===== src/rtl/addsub_pkg.sv =====
// addsub_pkg: segment-width derivation and parameter legality for the pipelined add/sub.
package addsub_pkg;
    function automatic int seg_width(input int width, input int stages);
        return stages >= 1 ? width / stages : 1;
    endfunction
    function automatic bit legal_cfg(input int width, input int stages);
        return stages >= 1 && stages <= width && width % stages == 0;
    endfunction
endpackage


===== src/rtl/addsub_seg.sv =====
// addsub_seg: combinational SEG-bit generate/propagate carry-lookahead adder segment.
module addsub_seg #(
    parameter int SEG = 8
) (
    input  logic [SEG-1:0] a,
    input  logic [SEG-1:0] b,
    input  logic           ci,
    output logic [SEG-1:0] s,
    output logic           co,
    output logic           c_msb_in
);
    logic [SEG-1:0] g, p;
    logic [SEG:0] c;
    assign g = a & b;
    assign p = a ^ b;
    // each carry is expanded directly from g/p and ci rather than from its neighbour
    always_comb begin
        c = '0;
        c[0] = ci;
        for (int i = 0; i < SEG; i++) begin
            logic t;
            t = ci;
            for (int j = 0; j <= i; j++) t = g[j] | (p[j] & t);
            c[i+1] = t;
        end
    end
    assign s = p ^ c[SEG-1:0];
    assign co = c[SEG];
    assign c_msb_in = c[SEG-1];
endmodule


===== src/rtl/pipelined_addsub.sv =====
// pipelined_addsub: STAGES-deep add/sub; stage s resolves carry segment s while upper operands
// and completed lower sum bits travel with the beat.
module pipelined_addsub
    import addsub_pkg::*;
#(
    parameter int WIDTH  = 32,
    parameter int STAGES = 4
) (
    input  logic             clk,
    input  logic             rst_n,
    input  logic             in_valid,
    output logic             in_ready,
    input  logic [WIDTH-1:0] a,
    input  logic [WIDTH-1:0] b,
    input  logic             sub,
    input  logic             cin,
    output logic             out_valid,
    input  logic             out_ready,
    output logic [WIDTH-1:0] sum,
    output logic             cout,
    output logic             ovf,
    output logic             zero
);
    localparam int SEG = seg_width(WIDTH, STAGES);
    if (!legal_cfg(WIDTH, STAGES)) begin : g_bad
        $error("pipelined_addsub: WIDTH must be a multiple of STAGES with 1 <= STAGES <= WIDTH");
    end
    logic adv, ovf_r;
    assign adv = !out_valid || out_ready;
    assign in_ready = adv;
    for (genvar s = 0; s < STAGES; s++) begin : g_st
        localparam int LO = s * SEG;
        localparam int RW = WIDTH - LO;
        logic [RW-1:0] ai, bi;
        logic ci, si, vi, co, cm, cr, subr, vr;
        logic [SEG-1:0] so;
        logic [LO+SEG-1:0] sr, sr_d;
        // subtraction is folded into stage 0 as a + ~b + ~cin
        if (s == 0) begin : g_in
            assign ai = a;
            assign bi = b ^ {WIDTH{sub}};
            assign ci = cin ^ sub;
            assign si = sub;
            assign vi = in_valid;
            assign sr_d = so;
        end else begin : g_in
            assign ai = g_st[s-1].g_fwd.ar;
            assign bi = g_st[s-1].g_fwd.br;
            assign ci = g_st[s-1].cr;
            assign si = g_st[s-1].subr;
            assign vi = g_st[s-1].vr;
            assign sr_d = {so, g_st[s-1].sr};
        end
        addsub_seg #(.SEG(SEG)) u_seg (
            .a(ai[SEG-1:0]),
            .b(bi[SEG-1:0]),
            .ci(ci),
            .s(so),
            .co(co),
            .c_msb_in(cm)
        );
        always_ff @(posedge clk) begin
            if (!rst_n) begin
                vr <= 1'b0;
                sr <= '0;
                cr <= 1'b0;
                subr <= 1'b0;
            end else if (adv) begin
                vr <= vi;
                sr <= sr_d;
                cr <= co;
                subr <= si;
            end
        end
        if (s < STAGES - 1) begin : g_fwd
            logic [RW-SEG-1:0] ar, br;
            logic cm_unused;
            assign cm_unused = cm;
            always_ff @(posedge clk) begin
                if (adv) begin
                    ar <= ai[RW-1:SEG];
                    br <= bi[RW-1:SEG];
                end
            end
        end else begin : g_last
            always_ff @(posedge clk) begin
                if (!rst_n) ovf_r <= 1'b0;
                else if (adv) ovf_r <= cm ^ co;
            end
        end
    end
    assign out_valid = g_st[STAGES-1].vr;
    assign sum = g_st[STAGES-1].sr;
    // raw carry is inverted on subtract so cout reads as borrow
    assign cout = g_st[STAGES-1].cr ^ g_st[STAGES-1].subr;
    assign ovf = ovf_r;
    assign zero = out_valid && sum == '0;
endmodule


===== config.mk =====
export PLATFORM = sky130hd
export DESIGN_NAME = pipelined_addsub
export DESIGN_NICKNAME = d
export VERILOG_FILES = /design/src/rtl/addsub_pkg.sv /design/src/rtl/addsub_seg.sv /design/src/rtl/pipelined_addsub.sv
export SDC_FILE = /design/constraint.sdc
export NUM_CORES = 1
export LEC_CHECK = 0
export CAP_MARGIN = 20
export CORE_MARGIN = 1.5
export CORE_UTILIZATION = 26
export CTS_CLUSTER_DIAMETER = 30
export CTS_CLUSTER_SIZE = 40
export DETAILED_ROUTE_END_ITERATION = 8
export SYNTH_ARGS = -nofsm -noshare
export SYNTH_HDL_FRONTEND = slang
export SYNTH_SLANG_ARGS = --single-unit

===== constraint.sdc =====
create_clock -name clk -period 4.7 [get_ports clk]
set_input_delay 0.94 -clock clk [delete_from_list [all_inputs] [get_ports clk]]
set_output_delay 0.94 -clock clk [all_outputs]
set_load 0.005 [all_outputs]

==> results of run 1 <==
synth_stat cells:
| library cell | instances | share of area |
|---|---|---|
| a21boi_0 | 71 | 0.071 |
| a21boi_1 | 5 | 0.0050 |
| buf_2 | 14 | 0.0094 |
| buf_4 | 5 | 0.0050 |
| buf_6 | 6 | 0.0090 |
| clkbuf_1 | 9 | 0.0045 |
| dfxtp_1 | 93 | 0.25 |
| edfxtp_1 | 96 | 0.39 |
| fa_1 | 32 | 0.086 |
| inv_1 | 29 | 0.015 |
| inv_4 | 1 | 0.00084 |
| nand2_1 | 168 | 0.084 |
| nand4_1 | 2 | 0.0017 |
| nor2_1 | 1 | 0.00050 |
| nor2b_2 | 1 | 0.0012 |
| nor3_1 | 1 | 0.00067 |
| nor4_1 | 6 | 0.0050 |
| nor4b_1 | 1 | 0.0012 |
| o211a_1 | 16 | 0.021 |
| o21a_1 | 1 | 0.0010 |
| or3_1 | 1 | 0.00084 |
| xnor2_1 | 9 | 0.011 |
| xor2_1 | 26 | 0.030 |
sequential cells by signal (all words and copies together) (netlist names):
signal,cells
out_valid,1
g_st.subr,4
g_st.sr,48
sum,32
g_st.g_fwd.ar,48
g_st.cr,4
ovf,1
g_st.vr,3
g_st.g_fwd.br,48
cells by family after synthesis:
group                      Yosys count  synth area share
and+or+nand+nor                    181            0.0955
buffers and inverters               64            0.0434
AOI/OAI and AO/OA                   93            0.0989
DFF                                189             0.635
adders and majority gates           32            0.0858
xor gates and xnor gates            35            0.0411
cell type report:
cell class | count | area (um^2)
fill | 2753 | 18500
inverter | 30 | 118
multi-input combinational | 341 | 2410
tap | 378 | 473
clock buffer | 17 | 425
clock inverter | 15 | 185
sequential | 189 | 4740
timing repair buffer | 112 | 1110
layout by cell type (no fill, tap or decap), types with 9 or more instances in the layout:
master,instances
xnor2_1,9
inv_1,29
edfxtp_1,96
clkdlybuf4s50_1,104
dfxtp_1,93
o211a_1,16
a21boi_0,71
nand2_1,168
clkbuf_16,17
xor2_1,26
fa_1,30
stage by stage:
step | instance area [um^2] | total power [W]
floorplan | 7480 | 0.00226
detailed placement | 8850 | 0.00251
finish | 9460 | 0.00390
global placement | 8850 | 0.00250
global route | 9460 | 0.00412
CTS | 9460 | 0.00397
per-layer routing:
metal  up-vias  global-route usage  share of wire
met5         -                   0              0
met4         0              0.0386          0.014
met3        13              0.0295          0.044
met2        76               0.148           0.43
met1      2045               0.139           0.51
li1       2172                   -              -
power by group through the flow:
stage / logic (W) / registers (W) / clock network, W
5_1_grt: 0.000533 / 0.00202 / 0.00157
4_1_cts: 0.000478 / 0.00200 / 0.00150
6_report: 0.000463 / 0.00199 / 0.00145
3_3_place_gp: 0.000470 / 0.00203 / 0
2_1_floorplan: 0.000246 / 0.00201 / 0
3_5_place_dp: 0.000473 / 0.00203 / 0
worst paths after layout:
kind                                     startpoint             endpoint  slack [ns]  depth (start not counted)
worst max-delay path                           b[0]        g_st[0].sr[7]        0.23                         13
worst min-delay path            g_st[1].g_fwd.br[8]  g_st[2].g_fwd.br[0]        0.42                          0
worst max register to register  g_st[2].g_fwd.ar[0]              sum[31]        0.81                         13
worst min register to register  g_st[1].g_fwd.br[8]  g_st[2].g_fwd.br[0]        0.42                          0
what timing repair did:
action                     4_1_cts  5_1_grt
setup endpoints to repair        0        1
resized for setup                0        1
hold buffers                     0        0
==> impl_metrics.toml, run 1 <==
[outcome]
status = "completed"

[floorplan]
core_region_area_um2 = 28000
dieArea_um2 = 29700
fp.dieW_um = 172
io_pins = 107
die_h_um = 172
num_rows = 61
initial_core_util = 0.267

[worst_setup_path]
crit_top_cell = "fa_1"
critPathMaxStageDelay_ns = 0.41
critPathTopFamily = "adder cells"
path_max_fanout = 1
cpMaxStageDelayCell = "clkdlybuf4s50_1"
path_class = "primary input to flop"
cp-start-kind = "primary input"
path_cells = "clkdlybuf4s50_1 -> xnor2_1 -> fa_1 -> fa_1 -> fa_1 -> fa_2 -> fa_1 -> fa_2 -> fa_1 -> inv_1 -> fa_1 -> nand2_1 -> a21boi_0"
arrival_ns = 4.78
endpoint_kind = "flop"
required_ns = 5.01
crit_buf_inv = 2

[min_path]
hold_class = "flop to flop"

[pwr]
p_switching_w = 0.00102
p_leak_nw = 3.63
pwr-share-seq = 0.511
ir_drop_uv = 251
p_clk_frac = 0.371
swShare = 0.261
intPower_w = 0.00289
p_per_area_nw_per_um2 = 413
combPwrFrac = 0.119

[clock_tree]
postCtsSetupRepairBufs = 0
cts_tree = "done"
cts-buffers-inserted = 17
cts_root_buf = "clkbuf_16"
clock_sinks = 189
ctsLongestPathBuffers = 2
h-tree-depth = 4
path_clk_slew_ns = 0.08
clock_latency_ns = 0.43

[drt]
drtIter0Drc = 254
wl_mm = 14.3
vias = 4306
routed_via_density = 3.98
ant_nets = 0
wl_per_cell_um = 13.3
dr.pass1.iters = 6
post-route-drc-count = 0

[global_routing]
global_route.usage.total = 0.101
grt_pass1_wl_mm = 22.3
grt_max_degree = 205
grt_pass1_vias = 4087
grt-ovfl-total = 0
antenna_found_initial = 0

[sta]
skew_ns = 0.0147
final.period_utilization = 0.951
fin_hold_ws_ns = 0.417
hold_violations = 0
maxSlewHeadroom = 0.307
setup_tns_ns = 0
rsz0062_at_grt = "no"
fin_ws_ns = 0.229
period_needed_ns = 4.47
fmaxAchievable_ghz = 0.224
drv_slew = 0
finalSetupViolCount = 0
worst_pin_slew_ns = 1.04

[flow_run]
cap_violations = 0

[placed_design]
place.gp.congestion = 0.751
dp_hpwl_mm = 9.64
dp_slack_ns = -0.261
dp_cells = 1050
portBuffers = 106

[synthesis]
synthCells = 594
ys_warn_count = 0
synth-seq-area-share = 0.635
synth_seq_cells = 189
syn_area_per_cell_um2 = 12.6
syn_nets = 696
synthesis.area_um2 = 7470
yosysUniqueCellTypes = 23

[cells_and_area]
n_antenna_cell = 0
layoutNonFillerInstCount = 1082
area_growth_pct = 26.7
layout-drive-gt1-share = 0.0625
utilization = 0.338
nets = 793
Power figures use the tool's default switching activity.
==> run 2, diff against run 1 <==
--- a/config.mk
+++ b/config.mk
@@ -8,9 +8,12 @@
 export CAP_MARGIN = 20
 export CORE_MARGIN = 1.5
 export CORE_UTILIZATION = 26
+export CTS_BUF_LIST = sky130_fd_sc_hd__clkbuf_16
 export CTS_CLUSTER_DIAMETER = 30
 export CTS_CLUSTER_SIZE = 40
 export DETAILED_ROUTE_END_ITERATION = 8
+export SETUP_SLACK_MARGIN = 0.5
+export SLEW_MARGIN = 20
 export SYNTH_ARGS = -nofsm -noshare
 export SYNTH_HDL_FRONTEND = slang
 export SYNTH_SLANG_ARGS = --single-unit
==> run 2 against run 1 <==
Compared with the run above: global-route usage increased by 0.20 points; critical endpoint unchanged; first-iteration DRC count down 5.1%; fmax rose by 6.9%; highest routed layer unchanged; wire length rose by 1.2%; worst setup slack gained 0.29 ns; register-to-register slack lost 0.06 ns; utilization increased by 0.27 points; combinational power increased by 1%; clock skew fell by 0.0036 ns; clock-buffer cell count did not move; largest cell class unchanged; clock power is 6% higher.
==> impl_metrics.toml, run 2 (synthesis results as in run 1) <==
[outcome]
status = "completed"

[placed_design]
dp_hpwl_mm = 9.79
portBuffers = 106
place.gp.congestion = 0.718
dp_cells = 1049

[sta]
final.period_utilization = 0.890
worst_pin_slew_ns = 0.984
fmaxAchievable_ghz = 0.239
fin_hold_ws_ns = 0.413
maxSlewHeadroom = 0.344
setup_tns_ns = 0
period_needed_ns = 4.18
skew_ns = 0.0110
rsz0062_at_grt = "yes"
finalSetupViolCount = 0
drv_slew = 0
hold_violations = 0

[pwr]
p_per_area_nw_per_um2 = 418
swShare = 0.260
p_clk_frac = 0.383
p_total_w = 0.00399
p_switching_w = 0.00104
combPwrFrac = 0.117
ir_drop_uv = 285
intPower_w = 0.00295
p_leak_nw = 3.66
pwr-share-seq = 0.500

[cells_and_area]
nets = 792
reg_top3 = "g_st.g_fwd.ar: 48 flops, g_st.g_fwd.br: 48 flops, g_st.sr: 48 flops"
area_growth_pct = 27.7
mostFrequentLayoutCell = "nand2_1"
utilization = 0.341
nFillCells = 2786
n_antenna_cell = 0
final_cell_mix = "nand2_1 (168), clkdlybuf4s50_1 (102), edfxtp_1 (96), dfxtp_1 (93), a21boi_0 (71)"
layoutNonFillerInstCount = 1081
layout-drive-gt1-share = 0.0711

[drt]
vias = 4291
routed_via_density = 3.97
wl_mm = 14.5
drtIter0Drc = 241
ant_nets = 0
dr.pass1.iters = 4
post-route-drc-count = 0
wl_per_cell_um = 13.4

[clock_tree]
path_clk_slew_ns = 0.08
cts-buffers-inserted = 17
cts_root_buf = "clkbuf_16"
clock_sinks = 189
clock_latency_ns = 0.44
cts_tree = "done"
ctsLongestPathBuffers = 2
h-tree-depth = 4

[floorplan]
fp.dieW_um = 172
io_pins = 107
dieArea_um2 = 29700
die_h_um = 172
core_region_area_um2 = 28000
initial_core_util = 0.267
num_rows = 61

[global_routing]
antenna_found_initial = 0
global_route.usage.total = 0.103
grt_pass1_vias = 4347
grt-ovfl-total = 0
grt_pass1_wl_mm = 22.8
grt_max_degree = 205

[worst_setup_path]
required_ns = 5.02
arrival_ns = 4.50
endpoint_kind = "flop"
r2r_cells = 13
r2r_start = "g_st[2].g_fwd.ar[0]"
crit_start = "a[0]"
path_max_fanout = 1
path_class = "primary input to flop"
cp-start-kind = "primary input"

[min_path]
hp-start = "g_st[1].g_fwd.br[8]"
hold_depth = 0
hold_class = "flop to flop"

[flow_run]
cap_violations = 0
[run 2: cell types whose count changed in the layout (fill, tap and decap cells not counted), moves of 2 or more]
cell / change
clkinv_4: -2
clkinv_8: +2
clkdlybuf4s50_1: -2
fa_1: -5
inv_8: -2
fa_2: +5
xnor2_1: -2
[run 2: area by class of cell]
class / instances / area [um^2] / share of cell area
sequential: 189 / 4740 / 0.497
multi-input combinational: 341 / 2450 / 0.257
timing repair buffer: 111 / 1100 / 0.116
tap: 378 / 473 / 0.0496
clock buffer: 17 / 425 / 0.0446
clock inverter: 15 / 228 / 0.0239
inverter: 30 / 118 / 0.0123
[run 2: worst max-delay path, cell delays in order]
cell and delay (ns):
clkdlybuf4s50_1 0.45, inv_1 0.05, fa_2 0.38, fa_2 0.35
fa_2 0.35, fa_2 0.35, fa_2 0.35, fa_2 0.34
fa_2 0.32, inv_1 0.07, fa_1 0.40, nand2_1 0.06
a21boi_0 0.09
[run 2: per-layer routing]
metal,vias to the layer above,global-route usage,wire (um)
met5,-,0,0
met4,0,0.0526,384
met3,19,0.0252,546
met2,85,0.150,6270
met1,2015,0.141,7310
li1,2172,-,-
[run 2: through the flow]
stage / worst slack, ns / instance area (um^2)
2_1_floorplan: 0.296 / 7520
3_3_place_gp: -0.0435 / 8880
3_5_place_dp: -0.0529 / 8880
4_1_cts: 0.502 / 9530
5_1_grt: 0.403 / 9540
6_report: 0.519 / 9540
[run 2: path summary, 6_finish.rpt]
kind                                            end  slack [ns]
worst max register to register              sum[31]        0.75
worst max-delay path                  g_st[0].sr[7]        0.52
worst min register to register  g_st[2].g_fwd.br[0]        0.41
worst min-delay path            g_st[2].g_fwd.br[0]        0.41
[run 2: repair_timing]
| action | 4_1_cts | 5_1_grt |
|---|---|---|
| hold buffers | 0 | 0 |
| resized for setup | 1 | 2 |
| endpoints found under the hold margin | 0 | 0 |
| buffers inserted | 0 | 0 |
| endpoints found under the setup margin | 1 | 2 |
[run 2: power by group through the flow]
stage	logic (W)	clock network, W	registers, W
after floorplan	0.000251	0	0.00201
after global placement	0.000474	0	0.00203
after detailed placement	0.000477	0	0.00203
after CTS	0.000483	0.00158	0.00200
after global routing	0.000540	0.00164	0.00202
final	0.000468	0.00153	0.00199
